==> src/rtl/pixel_pkg.sv <==
// Shared types and constants for the pixel offset streaming stage.
package pixel_pkg;

    localparam int         PIX_W   = 8;
    localparam logic [7:0] PIX_MAX = 8'hFF;
    localparam logic [7:0] PIX_MIN = 8'h00;

    localparam logic OP_ADD = 1'b0;
    localparam logic OP_SUB = 1'b1;

    typedef enum logic [1:0] {
        IDLE  = 2'd0,
        RUN   = 2'd1,
        DRAIN = 2'd2
    } state_t;

endpackage

==> src/rtl/sat_add_sub8.sv <==
// Saturating 8-bit add/subtract. Subtract is a + ~b + 1, so the 9th bit is a
// carry on add (overflow past 255) and a not-borrow on subtract (result < 0
// when it is clear).
module sat_add_sub8
    import pixel_pkg::*;
(
    input  logic [7:0] a,
    input  logic [7:0] b,
    input  logic       opsel,
    output logic [7:0] result,
    output logic       clamp
);

    logic [8:0] sum;

    assign sum    = {1'b0, a} + {1'b0, b ^ {PIX_W{opsel}}} + {8'd0, opsel};
    assign clamp  = (opsel == OP_ADD) ? sum[8] : ~sum[8];
    assign result = clamp ? ((opsel == OP_ADD) ? PIX_MAX : PIX_MIN) : sum[7:0];

endmodule

==> src/rtl/pixel_offset_stream.sv <==
// Frame-sequenced pixel +/- offset stage with a one-deep registered output
// slice, per-frame pixel counter, last-pixel flag and clamp counter.
module pixel_offset_stream
    import pixel_pkg::*;
#(
    parameter int FRAME_PIXELS = 16384,
    parameter int CNT_W        = 14,
    parameter int SATC_W       = 16
) (
    input  logic              clk,
    input  logic              rst_n,
    input  logic              start,
    input  logic [7:0]        cfg_offset,
    input  logic              cfg_opsel,
    input  logic              s_valid,
    output logic              s_ready,
    input  logic [7:0]        s_data,
    output logic              m_valid,
    input  logic              m_ready,
    output logic [7:0]        m_data,
    output logic              m_last,
    output logic              busy,
    output logic              frame_done,
    output logic [SATC_W-1:0] sat_count
);

    state_t           state, state_nx;
    logic [7:0]       off_q;
    logic             op_q;
    logic [CNT_W-1:0] pix_cnt;
    logic [7:0]       alu_res;
    logic             alu_clamp;
    logic             accept, consume, last_pix, start_acc, drain_done;

    // The slice can take a new pixel when empty or when it is being consumed
    // this cycle, which gives back-to-back throughput without a bubble.
    assign s_ready    = (state == RUN) & (~m_valid | m_ready);
    assign accept     = s_valid & s_ready;
    assign consume    = m_valid & m_ready;
    assign last_pix   = (pix_cnt == CNT_W'(FRAME_PIXELS - 1));
    assign start_acc  = start & (state == IDLE);
    assign drain_done = (state == DRAIN) & (~m_valid | (consume & m_last));
    assign busy       = (state != IDLE);

    sat_add_sub8 u_alu (
        .a      (s_data),
        .b      (off_q),
        .opsel  (op_q),
        .result (alu_res),
        .clamp  (alu_clamp)
    );

    // Next-state logic for the frame sequencer.
    always_comb begin
        state_nx = state;
        case (state)
            IDLE:    if (start)             state_nx = RUN;
            RUN:     if (accept & last_pix) state_nx = DRAIN;
            DRAIN:   if (drain_done)        state_nx = IDLE;
            default:                        state_nx = IDLE;
        endcase
    end

    // State register.
    always_ff @(posedge clk or negedge rst_n) begin
        if (!rst_n) state <= IDLE;
        else        state <= state_nx;
    end

    // Offset and operation are frame constants, captured only on an accepted start.
    always_ff @(posedge clk or negedge rst_n) begin
        if (!rst_n) begin
            off_q <= 8'd0;
            op_q  <= OP_ADD;
        end else if (start_acc) begin
            off_q <= cfg_offset;
            op_q  <= cfg_opsel;
        end
    end

    // Pixel counter parks on the last index so it never wraps within a frame.
    always_ff @(posedge clk or negedge rst_n) begin
        if (!rst_n)                  pix_cnt <= '0;
        else if (start_acc)          pix_cnt <= '0;
        else if (accept & ~last_pix) pix_cnt <= pix_cnt + CNT_W'(1);
    end

    // Clamp counter: saturates at all-ones and holds until the next start.
    always_ff @(posedge clk or negedge rst_n) begin
        if (!rst_n)                                sat_count <= '0;
        else if (start_acc)                        sat_count <= '0;
        else if (accept & alu_clamp & ~&sat_count) sat_count <= sat_count + SATC_W'(1);
    end

    // Output slice: loads on accept, empties on consume, holds otherwise.
    always_ff @(posedge clk or negedge rst_n) begin
        if (!rst_n) begin
            m_valid <= 1'b0;
            m_data  <= 8'd0;
            m_last  <= 1'b0;
        end else if (accept) begin
            m_valid <= 1'b1;
            m_data  <= alu_res;
            m_last  <= last_pix;
        end else if (consume) begin
            m_valid <= 1'b0;
        end
    end

    // frame_done is registered so it coincides with the first IDLE cycle.
    always_ff @(posedge clk or negedge rst_n) begin
        if (!rst_n) frame_done <= 1'b0;
        else        frame_done <= drain_done;
    end

endmodule

==> config.mk <==
export PLATFORM = sky130hd
export DESIGN_NAME = pixel_offset_stream
export DESIGN_NICKNAME = d
export VERILOG_FILES = /design/src/rtl/pixel_pkg.sv /design/src/rtl/sat_add_sub8.sv /design/src/rtl/pixel_offset_stream.sv
export SDC_FILE = /design/constraint.sdc
export NUM_CORES = 1
export LEC_CHECK = 0
export ABC_AREA = 1
export BUFFER_PORTS_ARGS = -buffer_cell sky130_fd_sc_hd__buf_2
export CORE_MARGIN = 3
export CORE_UTILIZATION = 52
export DETAILED_ROUTE_END_ITERATION = 16
export GPL_ROUTABILITY_DRIVEN = 0
export GPL_TIMING_DRIVEN = 0
export PLACE_DENSITY_LB_ADDON = 0.3
export SLEW_MARGIN = 10
export SYNTH_ARGS = -nofsm -noshare
export SYNTH_HDL_FRONTEND = slang
export SYNTH_SLANG_ARGS = --single-unit
==> constraint.sdc <==
create_clock -name clk -period 2.1 [get_ports clk]
set_clock_uncertainty 0.15 [all_clocks]
set_input_delay 0 -clock clk [delete_from_list [all_inputs] [get_ports clk]]
set_output_delay 0 -clock clk [all_outputs]
set_load 0.01 [all_outputs]
==> impl_metrics.json, run 1 <==
{
  "util_after_layout_pct": 70.2,
  "max_slew_margin_pct": 55.6,
  "clock_tree.buffer_depth": 2,
  "synth-compound-area-share_pct": 4.10,
  "ys.flop_type": "dfrtp_1",
  "diodes_inserted": 0,
  "finish.net_count": 562,
  "cts_tree": "built",
  "timing.critical_path.fanout_max": 5,
  "synthMuxAreaShare_pct": 0,
  "startpoint_of_the_most_critical_register_to_register_path": "op_q$_DFFE_PN0P_",
  "placed_area_mm2": 0.00367,
  "final-setup-viol-count": 24,
  "mappedNetlistNets": 477,
  "multi_input_comb_area_mm2": 0.00193,
  "drt.antenna.violating_nets": 0,
  "status": "finished with violations",
  "finalMaxSlewViolations": 0,
  "rsz0062_at_grt": "yes",
  "holdCritPathClass": "primary input to flop",
  "dp_hpwl_mm": 5.43,
  "ff2ff_path_depth": 11,
  "maximum_number_of_pins_on_one_net_before_global_route_repair": 53,
  "core-area_mm2": 0.00603,
  "synthesized_cell_area_mm2": 0.00330,
  "design.die.area_mm2": 0.00733,
  "vias": 3315,
  "worst_pin_slew_ns": 0.666,
  "irDropWorstVdd_v": 0.000737,
  "layout.cell_area.non_filler_mm2": 0.00423,
  "reg2reg_setup_slack_ns": -0.24,
  "port-buffer-count": 50,
  "cp_data_arrival_time_ns": 2.40,
  "failed_checks": "negative setup slack",
  "cts_buffers": 5,
  "first_global_vias": 3279,
  "synthArstFlopShare_pct": 100,
  "grt.total_usage_pct": 24.5,
  "sequential_cell_area_mm2": 0.00130,
  "path_clk_slew_ns": 0.10,
  "post_synthesis_sequential_area_ratio_pct": 39.5,
  "power-per-cell-area_mw_per_mm2": 1140,
  "timing.max_cap.violations": 0,
  "cp-endpoint": "sat_count[11]$_DFFE_PN0P_",
  "number_of_synthesized_flops_with_an_enable_pin": 0,
  "setup_ws_ns": -0.240,
  "clk_latency_ns": 0.32,
  "timing.critical_path.from_type": "flop",
  "synthesis_stage_register_bit_count": 52,
  "fmax_mhz": 427,
  "final_hold_viol_count": 0,
  "critPathLaunch": "op_q$_DFFE_PN0P_",
  "fin_crit_sh_pct": 111,
  "floorplan.die.width_um": 85.6,
  "detailedRoute.firstIterationViolations": 148,
  "synth_xor_area_share_pct": 5.84,
  "filler_cell_count": 465,
  "number_of_primary_i_o_pins": 51,
  "worst_setup_path_end_kind": "flop",
  "end_of_the_worst_register_to_register_path": "sat_count[11]$_DFFE_PN0P_",
  "total_leakage_power_nw": 2.26,
  "cts_htree_levels": 2,
  "global_route_wire_length_before_repair_mm": 14.7,
  "vertical_die_dimension_um": 85.6,
  "worstPathRequired_ns": 2.16,
  "clock_sinks": 52,
  "synth.yosys.warnings": 0,
  "synth.avg_cell_area_um2": 7.41,
  "std_cell_rows": 28,
  "drt-pass1-iter-count": 5,
  "routed_wirelength_mm": 8.67,
  "vias_per_cell": 5.47,
  "synth_top_family_by_area": "simple AND/OR/NAND/NOR gates",
  "overflow": 0,
  "floorplan.initialDensity_pct": 54.7,
  "setup.worst_path.class": "flop to flop",
  "ys_types": 34,
  "number_of_antenna_violations_at_the_first_check_in_global_routing": 0,
  "post-route-drc-count": 0,
  "clock_tree.root_cell": "clkbuf_8",
  "post-route-min-period_ns": 2.34,
  "final_layout_size_suffix_gt1_share_pct": 24.3,
  "yosys.area_share.simple_pct": 39.2,
  "wl_per_cell_um": 14.3,
  "synthToLayoutAreaGrowth_pct": 28.3,
  "post_synth_fa_ha_maj_area_fraction_pct": 4.02,
  "syn_inst": 445
}
worst min path at each step:
stage	start	cells past startpoint	end	slack (ns)
2_1_floorplan	rst_n	0	frame_done$_DFF_PN0_	-0.45
3_3_place_gp	cfg_offset[1]	3	off_q[1]$_DFFE_PN0P_	0.05
3_5_place_dp	cfg_offset[1]	3	off_q[1]$_DFFE_PN0P_	0.05
4_1_cts	s_data[1]	4	m_data[1]$_DFFE_PN0P_	0.03
5_1_grt	s_data[1]	4	m_data[1]$_DFFE_PN0P_	0.08
6_report	s_data[1]	4	m_data[1]$_DFFE_PN0P_	0.04
critical path, cell delays in order (launching register included):
cell and delay (ns):
dfrtp_1 0.42, buf_4 0.19, xor2_1 0.17, ha_1 0.29
or2_4 0.26, nand3_4 0.11, nand3_4 0.11, nand2_4 0.12
nand3_4 0.11, buf_6 0.15, nand3_1 0.06, nand2_1 0.07
synthesized netlist by cell type (5+ instances only):
library cell | number | area share [%]
dfrtp_1 | 52 | 39
a21oi_1 | 7 | 1.1
nand2_1 | 146 | 17
nand3_1 | 55 | 8.3
xor2_1 | 18 | 4.8
clkbuf_1 | 5 | 0.57
nand3b_1 | 12 | 2.7
nor3_1 | 7 | 1.1
nand4_1 | 7 | 1.3
o21ai_0 | 10 | 1.5
o21ai_1 | 7 | 1.1
ha_1 | 9 | 3.4
nor2_1 | 34 | 3.9
inv_1 | 43 | 4.9
per-layer routing:
| metal | GRT usage (%) | up-vias | part of all wire [%] |
|---|---|---|---|
| li1 | - | 1593 | - |
| met1 | 31.3 | 1568 | 43 |
| met2 | 41.1 | 124 | 48 |
| met3 | 4.61 | 30 | 6.3 |
| met4 | 9.64 | 0 | 2.8 |
| met5 | 0 | - | 0 |
kinds of logic (layout without fill, tap and decap cells):
logic type | Yosys count | count (layout)
XOR/XNOR | 22 | 22
AND/OR/NAND/NOR | 279 | 279
AO/OA/AOI/OAI | 26 | 26
flip-flops | 52 | 52
adder cells (fa/ha/maj) | 10 | 10
buffers and inverters | 56 | 142
stage by stage:
| step | instances | total power, W | TNS, ns | hold slack [ns] | setup slack (ns) |
|---|---|---|---|---|---|
| finish | 606 | 0.00483 | -4.37 | 0.0352 | -0.240 |
| global route | 606 | 0.00515 | -6.39 | 0.0760 | -0.331 |
| CTS | 603 | 0.00448 | -3.96 | 0.0284 | -0.206 |
| detailed placement | 570 | 0.00323 | -5.31 | 0.0479 | -0.349 |
| global placement | 570 | 0.00316 | -4.34 | 0.0469 | -0.290 |
| floorplan | 445 | 0.00274 | -0.763 | -0.446 | -0.0643 |
report_power, final:
group	switching (W)	leakage (nW)	internal [W]
Clock	0.000368	0.0614	0.000391
Combinational	0.00153	1.52	0.00114
Sequential	0.000185	0.682	0.00122
Total	0.00208	2.26	0.00275
registers in the layout, summed over array words and instances (netlist names):
signal	flops
pix_cnt	14
frame_done	1
state	2
off_q	8
m_last	1
m_data	8
op_q	1
sat_count	16
m_valid	1
area by class of cell:
type | count | share of cell area, %
multi-input combinational | 337 | 45.7
sequential | 52 | 30.8
timing repair buffer | 78 | 12.3
inverter | 44 | 4.02
tap | 75 | 2.22
buffer | 12 | 2.13
clock buffer | 6 | 1.95
clock inverter | 2 | 0.917
cell usage in the layout (no fill, tap or decap), types with 2 or more instances in the layout:
master | netlist | layout
a21oi_1 | 7 | 6
buf_2 | 4 | 49
buf_4 | 0 | 15
buf_6 | 2 | 6
clkbuf_1 | 5 | 5
clkbuf_8 | 0 | 6
dfrtp_1 | 52 | 52
dlygate4sd3_1 | 0 | 13
ha_1 | 9 | 5
ha_2 | 0 | 2
ha_4 | 0 | 2
inv_1 | 43 | 41
inv_2 | 1 | 2
nand2_1 | 146 | 138
nand2_2 | 3 | 9
nand2_4 | 1 | 3
nand3_1 | 55 | 49
nand3_2 | 0 | 3
nand3_4 | 1 | 4
nand3b_1 | 12 | 12
nand4_1 | 7 | 7
nor2_1 | 34 | 31
nor2_2 | 2 | 3
nor2_4 | 2 | 4
nor3_1 | 7 | 7
o21ai_0 | 10 | 6
o21ai_1 | 7 | 8
o21ai_2 | 0 | 3
or2_2 | 3 | 3
xnor2_1 | 4 | 4
xor2_1 | 18 | 15
xor2_2 | 0 | 3
what timing repair did:
action,CTS,global route
pin swaps,18,12
resized for setup,25,27
endpoints found under the hold margin,67,0
buffers inserted,10,3
hold buffers,13,0
setup endpoints to repair,24,37
cloned,2,0
Note: power is estimated with default switching activity, not from simulation.
==> run 2: changes to the inputs <==
--- a/config.mk
+++ b/config.mk
@@ -7,8 +7,10 @@
 export LEC_CHECK = 0
 export ABC_AREA = 1
 export BUFFER_PORTS_ARGS = -buffer_cell sky130_fd_sc_hd__buf_2
+export CELL_PAD_IN_SITES_DETAIL_PLACEMENT = 0
+export CELL_PAD_IN_SITES_GLOBAL_PLACEMENT = 1
 export CORE_MARGIN = 3
-export CORE_UTILIZATION = 52
+export CORE_UTILIZATION = 37
 export DETAILED_ROUTE_END_ITERATION = 16
 export GPL_ROUTABILITY_DRIVEN = 0
 export GPL_TIMING_DRIVEN = 0
==> impl_metrics.json, run 2 (synthesis gave the netlist of run 1 again) <==
{
  "top_register": "sat_count",
  "core-area_mm2": 0.00842,
  "post-route-drc-count": 0,
  "cts_tree": "built",
  "drt.antenna.violating_nets": 0,
  "routed_wirelength_mm": 8.09,
  "final_cell_mix": "nand2_1, dfrtp_1, buf_2",
  "final_cell_count_no_fill": 637,
  "global_route_wire_length_before_repair_mm": 14.0,
  "total_leakage_power_nw": 2.26,
  "cp_cell_sequence": "buf_6, xor2_1, ha_1, nand2_2, nor2_2, nand3_2, nand2_2, nand2_4, nand2_4, nand3_4, buf_6, nand3_1, nand2_1",
  "path_clk_slew_ns": 0.09,
  "port-buffer-count": 50,
  "cp_data_arrival_time_ns": 2.31,
  "status": "finished with violations",
  "layout_top_registers": "sat_count: 16 flops, pix_cnt: 14 flops",
  "final.setup.tns_ns": -2.89,
  "drt-pass1-iter-count": 6,
  "vias": 3097,
  "irDropWorstVdd_v": 0.000383,
  "clock_tree.buffer_depth": 2,
  "timing.max_cap.violations": 0,
  "final_hold_viol_count": 0,
  "holdCritPathClass": "primary input to flop",
  "power-per-cell-area_mw_per_mm2": 1080,
  "placed_area_mm2": 0.00370,
  "post-place-cells": 600,
  "wl_per_cell_um": 12.7,
  "fin_crit_sh_pct": 108,
  "pnr_total_power_w": 0.00460,
  "vias_per_cell": 4.86,
  "cp_slowest_stage_delay_ns": 0.41,
  "setup.worst_path.class": "flop to flop",
  "final-setup-viol-count": 24,
  "first_global_vias": 2905,
  "design.die.area_mm2": 0.0101,
  "worstPathRequired_ns": 2.15,
  "clock_tree.root_cell": "clkbuf_8",
  "clk_latency_ns": 0.31,
  "max_ffs_per_register": 16,
  "diodes_inserted": 0,
  "clock_sinks": 52,
  "floorplan.initialDensity_pct": 39.1,
  "layout.cell_area.non_filler_mm2": 0.00425,
  "finalMaxSlewViolations": 0,
  "floorplan.die.width_um": 100,
  "timing.critical_path.fanout_max": 5,
  "maximum_number_of_pins_on_one_net_before_global_route_repair": 53,
  "failed_checks": "negative setup slack",
  "number_of_antenna_violations_at_the_first_check_in_global_routing": 0,
  "number_of_primary_i_o_pins": 51,
  "cts_htree_levels": 2,
  "timing.critical_path.from_type": "flop",
  "max_slew_margin_pct": 55.2,
  "overflow": 0,
  "synthToLayoutAreaGrowth_pct": 28.9,
  "detailedRoute.firstIterationViolations": 60,
  "fmax_mhz": 441,
  "worst_pin_slew_ns": 0.672,
  "std_cell_rows": 33,
  "worst_setup_path_end_kind": "flop",
  "finish.net_count": 564,
  "post-route-min-period_ns": 2.27,
  "cts_buffers": 5,
  "grt.total_usage_pct": 17.0,
  "crit_path_top_delay_cell": "dfrtp_1",
  "vertical_die_dimension_um": 100,
  "final_layout_size_suffix_gt1_share_pct": 24.6,
  "mostFrequentLayoutCell": "nand2_1",
  "dp_hpwl_mm": 5.73,
  "rsz0062_at_grt": "yes",
  "dpl_worst_slack_ns": -0.364,
  "setup_ws_ns": -0.166
}
-- run 2: final timing paths --
check,startpoint,endpoint,slack (ns),depth (start not counted)
setup / recovery,op_q$_DFFE_PN0P_,sat_count[14]$_DFFE_PN0P_,-0.17,13
hold / removal,start,pix_cnt[7]$_DFFE_PN0P_,0.05,4
setup reg to reg,op_q$_DFFE_PN0P_,sat_count[14]$_DFFE_PN0P_,-0.17,13
hold reg to reg,m_data[5]$_DFFE_PN0P_,m_data[5]$_DFFE_PN0P_,0.33,2
max in group asynchronous,rst_n,sat_count[13]$_DFFE_PN0P_,1.24,2
min in group asynchronous,rst_n,m_data[2]$_DFFE_PN0P_,0.11,2
-- run 2: through the flow --
stage / hold slack, ns / util [%]
final: 0.0492 / 50.5
after global routing: 0.114 / 50.5
after CTS: 0.0688 / 49.4
after detailed placement: 0.0467 / 44.0
after global placement: 0.0467 / 44.0
after floorplan: -0.446 / -
-- run 2: worst max-delay path: cells and delay by family (launching register included) --
family,cells,cell delay [ns]
fa+ha+maj,1,0.33
buf+inv,2,0.31
flops,1,0.41
simple gates,9,0.81
xor+xnor,1,0.16
-- run 2: power breakdown --
group | internal, W | total, W | switching [W]
clock | 0.000470 | 0.000811 | 0.000341
sequential | 0.00122 | 0.00141 | 0.000190
combinational | 0.00106 | 0.00238 | 0.00132
total | 0.00275 | 0.00460 | 0.00185
-- run 2: cell type report --
| type | instances | area, µm² |
|---|---|---|
| Clock inverter | 2 | 60.1 |
| Fill cell | 873 | 4170 |
| Tap cell | 105 | 131 |
| Timing Repair Buffer | 80 | 539 |
| Multi-Input combinational cell | 337 | 1900 |
| Inverter | 44 | 165 |
| Buffer | 12 | 88.8 |
| Clock buffer | 5 | 68.8 |
| Sequential cell | 52 | 1300 |
-- run 2: what timing repair did --
item	in CTS	in global routing
resized for setup	21	20
gates cloned	2	0
endpoints found under the hold margin	66	0
hold buffers	13	0
pin swaps	10	20
buffers inserted	14	1
endpoints found under the setup margin	24	40
-- run 2: metal layers --
layer  track usage [%]  up-vias  wire, µm
met3              2.43        8       267
met4              3.73        0        73
li1                  -     1590         -
met2              26.9       52      3670
met5                 0        -         0
met1              24.6     1447      4080
==> run 3: changes to the inputs <==
--- a/config.mk
+++ b/config.mk
@@ -5,14 +5,12 @@
 export SDC_FILE = /design/constraint.sdc
 export NUM_CORES = 1
 export LEC_CHECK = 0
-export ABC_AREA = 1
 export BUFFER_PORTS_ARGS = -buffer_cell sky130_fd_sc_hd__buf_2
 export CELL_PAD_IN_SITES_DETAIL_PLACEMENT = 0
 export CELL_PAD_IN_SITES_GLOBAL_PLACEMENT = 1
 export CORE_MARGIN = 3
-export CORE_UTILIZATION = 37
+export CORE_UTILIZATION = 39
 export DETAILED_ROUTE_END_ITERATION = 16
-export GPL_ROUTABILITY_DRIVEN = 0
 export GPL_TIMING_DRIVEN = 0
 export PLACE_DENSITY_LB_ADDON = 0.3
 export SLEW_MARGIN = 10
==> impl_metrics.json, run 3 <==
{
  "status": "finished with violations",
  "failed_checks": "negative setup slack",
  "post_synth_fa_ha_maj_area_fraction_pct": 5.01,
  "grt.total_usage_pct": 17.8,
  "end_of_the_worst_register_to_register_path": "sat_count[2]$_DFFE_PN0P_",
  "core-area_mm2": 0.00789,
  "cp_data_arrival_time_ns": 3.05,
  "synth.avg_cell_area_um2": 9.18,
  "fmax_mhz": 337,
  "cts_htree_levels": 2,
  "post-synth-top-count-cell": "dfrtp_1",
  "final_layout_size_suffix_gt1_share_pct": 29.8,
  "final_hold_viol_count": 0,
  "cts_tree": "built",
  "timing.hold.worst.start": "s_valid",
  "synthToLayoutAreaGrowth_pct": 31.3,
  "crit_path_top_delay_cell": "dfrtp_1",
  "port-buffer-count": 50,
  "timing.critical_path.fanout_max": 7,
  "setup_ws_ns": -0.866,
  "floorplan.die.width_um": 97.3,
  "post_synth_main_area_contributors": "dfrtp_1, nand2_1, ha_1",
  "final.hold.worst_slack_ns": 0.0464,
  "synth_xor_area_share_pct": 5.39,
  "wl_met1_mm": 3.82,
  "post-route-drc-count": 0,
  "cts_buffers": 5,
  "max_slew_margin_pct": 54.8,
  "layout_top_registers": "sat_count: 16 flops, pix_cnt: 14 flops",
  "vias": 2947,
  "synth_top_family_by_area": "compound AO/OA/AOI/OAI gates",
  "number_of_synthesized_flops_with_an_enable_pin": 0,
  "wl_met3_um": 347,
  "diodes_inserted": 0,
  "detailedRoute.firstIterationViolations": 109,
  "routed_wirelength_mm": 8.35,
  "startpoint_of_the_most_critical_register_to_register_path": "op_q$_DFFE_PN0P_",
  "drt.antenna.violating_nets": 0,
  "clock_tree.root_cell": "clkbuf_8",
  "vias_per_cell": 5.44,
  "global_route_wire_length_before_repair_mm": 14.1,
  "synth.yosys.warnings": 0,
  "std_cell_rows": 32,
  "ys_types": 61,
  "finalMaxSlewViolations": 0,
  "timing.critical_path.from_type": "flop",
  "final-setup-viol-count": 24,
  "hold_path_end": "state[1]$_DFFE_PN0P_",
  "holdCritPathClass": "primary input to flop",
  "final_cell_mix": "buf_2, dfrtp_1, nand2_1",
  "max_ffs_per_register": 16,
  "synthesis_stage_register_bit_count": 52,
  "cp_cell_sequence": "clkbuf_8, bufbuf_16, xor2_1, ha_2, nand2_1, or2_2, mux2_4, buf_4, a2111o_1, o211ai_1",
  "maximum_number_of_pins_on_one_net_before_global_route_repair": 53,
  "power-per-cell-area_mw_per_mm2": 893,
  "path_clk_slew_ns": 0.10,
  "timing.max_cap.violations": 0,
  "floorplan.initialDensity_pct": 41.2,
  "first_global_vias": 2872,
  "setup.worst_path.class": "flop to flop",
  "worst_pin_slew_ns": 0.678,
  "yosys.area_share.simple_pct": 20.8,
  "synth-compound-area-share_pct": 21.3,
  "synth_top_cells_by_count": "dfrtp_1, nand2_1, nor2_1",
  "number_of_primary_i_o_pins": 51,
  "finish.net_count": 471,
  "worstPathRequired_ns": 2.18,
  "synth_largest_type_area_fraction_pct": 40.0,
  "layout.cell_area.non_filler_mm2": 0.00427,
  "top_layer": "met4",
  "number_of_antenna_violations_at_the_first_check_in_global_routing": 0,
  "clock_sinks": 52,
  "wl_per_cell_um": 15.4,
  "ys.flop_type": "dfrtp_1",
  "design.die.area_mm2": 0.00946,
  "cp_slowest_stage_delay_ns": 0.41,
  "reg2reg_setup_slack_ns": -0.87,
  "synthArstFlopShare_pct": 100,
  "yosysTopAreaCell": "dfrtp_1",
  "synthesized_cell_area_mm2": 0.00325,
  "overflow": 0,
  "mappedNetlistNets": 386,
  "clock_tree.buffer_depth": 2,
  "worst_setup_path_end_kind": "flop",
  "wl_met2_mm": 4.09,
  "hold_depth": 3,
  "synthMuxAreaShare_pct": 3.08,
  "total_leakage_power_nw": 1.92,
  "syn_inst": 354,
  "placed_area_mm2": 0.00369,
  "drt-pass1-iter-count": 4,
  "filler_cell_count": 740,
  "dp_hpwl_mm": 5.81,
  "gp_congestion": 0.819,
  "ff2ff_path_depth": 10,
  "vertical_die_dimension_um": 97.3,
  "dpl_worst_slack_ns": -1.20,
  "pnr_total_power_w": 0.00381,
  "top_register": "sat_count",
  "fin_crit_sh_pct": 141,
  "clk_latency_ns": 0.31,
  "post-route-min-period_ns": 2.97,
  "irDropWorstVdd_v": 0.000370,
  "post_synthesis_sequential_area_ratio_pct": 40.0,
  "rsz0062_at_grt": "yes"
}
-- run 3: worst max path at each step --
| stage | slack [ns] | end | cells past startpoint | start |
|---|---|---|---|---|
| floorplan | -0.87 | sat_count[14]$_DFFE_PN0P_ | 10 | op_q$_DFFE_PN0P_ |
| global placement | -1.17 | sat_count[14]$_DFFE_PN0P_ | 10 | op_q$_DFFE_PN0P_ |
| detailed placement | -1.20 | sat_count[14]$_DFFE_PN0P_ | 10 | op_q$_DFFE_PN0P_ |
| CTS | -0.82 | sat_count[8]$_DFFE_PN0P_ | 10 | op_q$_DFFE_PN0P_ |
| global route | -0.96 | sat_count[13]$_DFFE_PN0P_ | 10 | op_q$_DFFE_PN0P_ |
| finish | -0.87 | sat_count[2]$_DFFE_PN0P_ | 10 | op_q$_DFFE_PN0P_ |
-- run 3: critical path: cells and delay by family (launching register included) --
kind / cells / cell delay, ns
adder cells (fa/ha/maj): 1 / 0.40
AND/OR/NAND/NOR: 2 / 0.45
flip-flops: 1 / 0.41
buffers and inverters: 3 / 0.57
multiplexers: 1 / 0.30
AO/OA/AOI/OAI: 2 / 0.44
XOR/XNOR: 1 / 0.16
-- run 3: what timing repair did --
action / 4_1_cts / 5_1_grt
endpoints found under the setup margin: 29 / 32
buffers inserted: 13 / 3
hold endpoints to repair: 65 / 0
pin swaps: 9 / 13
resized for setup: 19 / 31
gates cloned: 2 / 0
hold buffers: 12 / 0
-- run 3: final cells by class --
class	instances	area (µm²)	share of cell area [%]
Inverter	20	75.1	1.76
Multi-Input combinational cell	269	2020	47.3
Buffer	12	91.3	2.14
Clock inverter	2	35.0	0.821
Tap cell	102	128	2.99
Timing Repair Buffer	79	544	12.8
Sequential cell	52	1300	30.5
Clock buffer	6	72.6	1.70
-- run 3: cell families (layout without fill, tap and decap cells) --
kind of cell / Yosys count / after routing
flops: 52 / 52
xor+xnor: 20 / 20
mux: 9 / 9
simple gates: 138 / 138
compound gates: 89 / 89
fa+ha+maj: 13 / 13
buf+inv: 33 / 119
-- run 3: stage by stage --
stage	utilization [%]	std cells	TNS (ns)
final	54.1	542	-18.51
after global routing	54.1	542	-20.86
after CTS	52.5	541	-18.25
after detailed placement	46.8	506	-24.78
after global placement	46.8	506	-24.46
after floorplan	-	354	-17.31
-- run 3: power breakdown --
| group | total [W] | switching [W] | leakage, nW | internal, W |
|---|---|---|---|---|
| clock | 0.000694 | 0.000339 | 0.0552 | 0.000355 |
| combinational | 0.00169 | 0.000887 | 1.19 | 0.000799 |
| sequential | 0.00143 | 0.000215 | 0.671 | 0.00122 |
| total | 0.00381 | 0.00144 | 1.92 | 0.00237 |
-- run 3: routing by layer --
layer	vias to the layer above	GRT usage (%)
li1	1455	-
met1	1425	23.5
met2	60	30.8
met3	7	2.73
met4	0	4.15
met5	-	0
